==> src/rtl/regfile_nport.sv <==
// Parametrised multi-read-port register file with one write port.
// Reads are either combinational or registered with write-first forwarding.
module regfile_nport #(
  parameter int DATA_W   = 32,
  parameter int ADDR_W   = 5,
  parameter int NUM_RD   = 2,
  parameter int RD_REG   = 1,
  parameter int ZERO_REG = 1
) (
  input  logic                       clk,
  input  logic                       reset,
  input  logic                       we,
  input  logic [ADDR_W-1:0]          waddr,
  input  logic [DATA_W-1:0]          wdata,
  input  logic [NUM_RD-1:0]          re,
  input  logic [NUM_RD*ADDR_W-1:0]   raddr,
  output logic [NUM_RD*DATA_W-1:0]   rdata
);

  localparam int DEPTH = 2 ** ADDR_W;

  if (NUM_RD < 1 || NUM_RD > 4) begin : g_bad_num_rd
    $error("regfile_nport: NUM_RD must be in 1..4");
  end

  logic [DATA_W-1:0] mem_q [DEPTH];
  logic              wr_en;

  // A write to the hardwired zero register is dropped here, so it can never forward either.
  assign wr_en = we && !((ZERO_REG != 0) && (waddr == '0));

  always_ff @(posedge clk) begin
    if (reset) begin
      for (int k = 0; k < DEPTH; k++) begin
        mem_q[k] <= '0;
      end
    end else if (wr_en) begin
      mem_q[waddr] <= wdata;
    end
  end

  for (genvar i = 0; i < NUM_RD; i++) begin : g_port
    logic [ADDR_W-1:0] ra;
    logic              is_zero;
    logic [DATA_W-1:0] stored;

    assign ra      = raddr[i*ADDR_W +: ADDR_W];
    assign is_zero = (ZERO_REG != 0) && (ra == '0);
    assign stored  = is_zero ? '0 : mem_q[ra];

    if (RD_REG != 0) begin : g_reg
      logic [DATA_W-1:0] rdata_q;
      logic [DATA_W-1:0] rdata_d;

      always_comb begin
        rdata_d = rdata_q;
        if (re[i]) begin
          rdata_d = (wr_en && (waddr == ra)) ? wdata : stored;
        end
      end

      always_ff @(posedge clk) begin
        if (reset) begin
          rdata_q <= '0;
        end else begin
          rdata_q <= rdata_d;
        end
      end

      assign rdata[i*DATA_W +: DATA_W] = rdata_q;
    end else begin : g_comb
      assign rdata[i*DATA_W +: DATA_W] = stored;
    end
  end

  if (RD_REG == 0) begin : g_no_re
    logic unused_re;
    assign unused_re = ^re;
  end

endmodule
==> config.mk <==
export PLATFORM = sky130hd
export DESIGN_NAME = regfile_nport
export DESIGN_NICKNAME = d
export VERILOG_FILES = /design/src/rtl/regfile_nport.sv
export SDC_FILE = /design/constraint.sdc
export NUM_CORES = 2
export LEC_CHECK = 0
export ABC_AREA = 0
export CORE_MARGIN = 1
export CORE_UTILIZATION = 55
export CTS_BUF_LIST = sky130_fd_sc_hd__clkbuf_4 sky130_fd_sc_hd__clkbuf_8
export CTS_CLUSTER_DIAMETER = 60
export CTS_CLUSTER_SIZE = 24
export DETAILED_ROUTE_END_ITERATION = 16
export DONT_BUFFER_PORTS = 1
export GPL_TIMING_DRIVEN = 1
export PLACE_DENSITY = 0.7
export SLEW_MARGIN = 40
export SYNTH_ARGS = -nofsm -noshare
export SYNTH_HDL_FRONTEND = slang
export SYNTH_SLANG_ARGS = --single-unit
export TNS_END_PERCENT = 20
==> constraint.sdc <==
create_clock -name clk -period 6.35 [get_ports clk]
set_input_delay 0.3175 -clock clk [delete_from_list [all_inputs] [get_ports clk]]
set_output_delay 0.3175 -clock clk [all_outputs]
set_load 0.05 [all_outputs]
# --- Word level (Yosys, flattened, before mapping) ---
# Memory sizes are Yosys's and may differ from the RTL's.
# Index checks and enable logic that the tools add are counted.
word_totals:
  register_bits: 64
  mem_bits_rw: 1024
  input_bits: 52
  out_inout_bits: 64
  word_cells: 25
  memories: 1
memory_table:
  columns: ["name", "depth", "word_bits", "read_ports", "rd_ports_with_merged_regs", "wr", "line_no", "source"]
  rows:
  - ["mem_q", 32, 32, 2, 0, 32, "26", "logic [DATA_W-1:0] mem_q [DEPTH];"]
op_classes:
  eq_ne: 2
  mux: 12
  n_reduce_logical: 8
ops:
  columns: ["operator", "n"]
  rows:
  - ["$mux W32", 5]
  - ["$reduce_or A32 Y1", 1]
  - ["$logic_not A5 Y1", 3]
  - ["$eq A5 B5 Y1", 2]
  - ["$mux W1", 6]
  - ["$mux W5", 1]
  - ["$logic_and A1 B1 Y1", 3]
  - ["$logic_not A1 Y1", 1]

# --- Longest topological paths before layout ---
depth:
  ltp_word: 8
  ltp_mapped: 9
  depth_no_buf: 4

# --- Least setup slack after synthesis ---
# Ideal clock, no wire load.
synth_timing:
  kind: "input -> register"
  from: "in waddr[0]"
  to: "mem mem_q[22][0], enable pin"
  setup_time_ns: 0.375
  t_arrival_ns: 2.016
  required_time_ns: 5.975
  path_slack_ns: 3.959
  cell_stages: 5
  n_path_buf: 2
  cell_sequence: "buf_2 -> or4b_2 -> clkbuf_1 -> nor2_1 -> or2_2"
synth_lines:
  columns: ["element", "line_no", "source"]
  rows:
  - ["from (decl)", "13", "input logic [ADDR_W-1:0] waddr,"]
  - ["to (decl)", "26", null]

==> flow_summary.yaml <==
timing:
  setup_slack_ps: 3530
  worst_pin_slew_ps: 1040
  maxSlewHeadroom_pct: 30.7
  setup_violations: 0
  fin_crit_ps: 2820
  whs_ps: 58.7
  clock_skew_ps: 51.1
  final-hold-violation-count: 0
  maxSlewViolCount: 0
  finalCritPeriodShare_pct: 44.5
  finalSetupTns_ps: 0
  grt_setup_unrepaired: "no"
  max_freq_mhz: 354
clocking:
  cts-root-buf: "clkbuf_8"
  postCtsResizedCells: 0
  clk_latency_ps: 820
  cts.clk_slew.worst_paths_ps: 120
  htree_levels: 3
  clkSinkCount: 1088
  cts_made_buffers: 97
  cts_tree: "yes"
  cts_buffer_depth: 3
setup_path:
  critPathLaunch: "mem_q[26][19]$_SDFFCE_PN0P_"
  timing.rr.start: "mem_q[26][19]$_SDFFCE_PN0P_"
  crit_required_ps: 7060
  cp_cell_sequence: "mux4_2, a22o_1, a2111oi_1, o311ai_1, dlygate4sd3_1"
  cpMaxStageDelayCell: "a2111oi_1"
  worstSetupEndpoint: "g_port[1].g_reg.rdata_q[19]$_SDFFE_PP0P_"
  max_stage_delay_ps: 810
  worstPathArrival_ps: 3540
  timing.setup.critical_path_class: "register to register"
  cp-end-kind: "register"
  rrSetupSlack_ps: 3530
  cp_num_buf_inv: 1
  cp-start-kind: "register"
  timing.rr.end: "g_port[1].g_reg.rdata_q[19]$_SDFFE_PP0P_"
  path_delay_family: "compound AO/OA/AOI/OAI gates"
  worstRegToRegCells: 5
  cp_max_fo: 2
  path_depth: 5
status:
  status: "finished, final reports clean"
placement:
  pre_cts_ws_ps: 3150
  hpwl_um: 110000
  port_buffers: 0
  gp_congestion: 0.931
logic_synthesis:
  yosysUniqueCellTypes: 50
  synth_flop_cell: "edfxtp_1"
  synth_area_per_cell_um2: 15.2
  synth_area_mm2: 0.0568
  netlist_instances: 3737
  synth-seq-area-share_pct: 56.4
  synth-edff-count: 1024
  ys_ff_latch: 1088
  yosysWarnings: 0
  async_reset_ff_share_pct: 0
layout:
  fillCellCount: 7524
  drive_above_1_share_pct: 23.6
  seqCellArea_mm2: 0.0320
  area_growth_pct: 8.20
  layout_common_cells: "1026 x and2_1, 1024 x edfxtp_1, 480 x mux4_2"
  final_core_util_pct: 60.2
  nets: 3677
  multi_input_area_mm2: 0.0232
  final_common_cell: "and2_1"
pwr:
  worst_ir_drop_vdd_mv: 0.166
  switchingPower_mw: 4.37
  totalPowerFinal_mw: 15.3
  pwr-share-seq_pct: 56.6
  p_int_mw: 10.9
  cellPowerDensity_mw_per_mm2: 249
  pwr-share-comb_pct: 11.7
  swShare_pct: 28.5
  clock_power_share_pct: 31.8
  p_leak_nw: 20.8
routing:
  vias: 36000
  drc: 0
  wl_um: 181000
  routedWlPerCell_um: 35.6
  drt_iter0_drc: 5708
  detail-route-antenna-nets: 0
  drtPass1Iterations: 6
  via_per_inst: 7.09
global_route:
  grt-ovfl-total: 0
  grt_start_max_net_pins: 303
  antenna_found_initial: 5
  grt_usage_pct: 35.0
  grt_pass1_vias: 35000
  grt_pass1_wl_um: 258000
die:
  die-area_mm2: 0.105
  core_area_mm2: 0.102
  die_h_um: 323
  die_w_um: 323
  ios: 116
  start_util_pct: 55.7
  num_rows: 117
job:
  maxCapViolations: 0
worst_hold_path:
  hold_path.class: "input port to register"
metrics by stage:
stage	cells	cell area, um^2
finish	5080	61500
global route	5079	61500
CTS	5074	61400
detailed placement	4770	57500
global placement	4761	57300
floorplan	3768	56900
cell type report:
type / instances / share of cell area [%]
Multi-Input combinational cell: 2227 / 37.7
Clock inverter: 82 / 1.62
Sequential cell: 1088 / 52.1
Clock buffer: 100 / 2.23
Inverter: 35 / 0.214
Tap cell: 1368 / 2.78
Antenna cell: 4 / 0.0163
Timing Repair Buffer: 176 / 3.35
timing repair:
item	CTS	global route
buffers inserted	0	0
hold buffers	122	1
hold endpoints to repair	1088	6
power by group through the flow:
| stage | sequential (mW) | combinational, mW | clock, mW |
|---|---|---|---|
| after floorplan | 8.65 | 1.24 | 0 |
| after global placement | 8.78 | 1.46 | 0 |
| after CTS | 8.64 | 1.75 | 4.88 |
| final | 8.66 | 1.79 | 4.86 |
| after detailed placement | 8.80 | 1.50 | 0 |
| after global routing | 8.70 | 1.81 | 5.12 |
registers in the layout (all words and copies together) (netlist names):
signal and flops:
g_port.g_reg.rdata_q 64, mem_q 1024
tightest hold or removal path, cell delays in order:
cell	delay (ps)
o221ai_1	60
a221oi_1	130
o311ai_1	320
cell families (layout without fill, tap and decap cells):
kind of cell           count (synthesis)  count (layout)  synth area share, %
AO/OA/AOI/OAI                        314             314                 4.78
other                                  1              36              0.00660
multiplexers                         654             654                 22.2
AND/OR/NAND/NOR                     1217            1217                 13.0
buffers and inverters                453             393                 3.48
XOR/XNOR                              10              10                0.154
flip-flops                          1088            1088                 56.4
worst min-delay path by stage:
| stage | start | end | slack [ps] | cells after the start |
|---|---|---|---|---|
| 5_1_grt | raddr[8] | g_port[1].g_reg.rdata_q[6]$_SDFFE_PP0P_ | 50 | 2 |
| 3_5_place_dp | reset | mem_q[0][24]$_SDFFCE_PN0P_ | 440 | 0 |
| 4_1_cts | raddr[9] | g_port[1].g_reg.rdata_q[28]$_SDFFE_PP0P_ | 3 | 3 |
| 3_3_place_gp | reset | mem_q[0][24]$_SDFFCE_PN0P_ | 440 | 0 |
| 2_1_floorplan | wdata[10] | g_port[0].g_reg.rdata_q[10]$_SDFFE_PP0P_ | 480 | 2 |
| 6_report | raddr[9] | g_port[1].g_reg.rdata_q[28]$_SDFFE_PP0P_ | 60 | 3 |
cells in the mapped netlist, types with 2 or more instances:
cell / count / share of area, %
buf_2: 57 / 0.50
nand4_1: 32 / 0.35
a22o_1: 83 / 1.3
buf_4: 25 / 0.33
or4b_2: 2 / 0.035
a221oi_1: 43 / 0.66
buf_1: 15 / 0.099
mux2i_1: 130 / 2.3
nand2_1: 33 / 0.22
or4_1: 2 / 0.026
xnor2_1: 7 / 0.11
or2_2: 32 / 0.35
nor2_1: 68 / 0.45
and2_1: 1025 / 11
clkbuf_1: 306 / 2.0
or3b_2: 3 / 0.046
buf_6: 15 / 0.30
mux4_2: 480 / 19
nor2b_1: 5 / 0.055
o221ai_1: 75 / 1.2
a41oi_1: 32 / 0.49
inv_1: 34 / 0.22
nand3_1: 3 / 0.026
dfxtp_1: 64 / 2.3
nand3b_1: 5 / 0.066
o22ai_1: 21 / 0.23
o311ai_1: 30 / 0.46
a2111oi_0: 20 / 0.31
xor2_1: 3 / 0.046
mux2_2: 44 / 0.87
edfxtp_1: 1024 / 54
layer usage:
metal  routed length (um)  up-vias  share of wire, %  track usage [%]
met5                   11        -            0.0061                0
met1                66500    18600                37             49.1
met4                 9380        2               5.2             15.8
met3                24500      440                14             8.78
met2                80700     2765                45             51.7
li1                     -    14200                 -                -
Note: power is estimated with default switching activity, not from simulation.
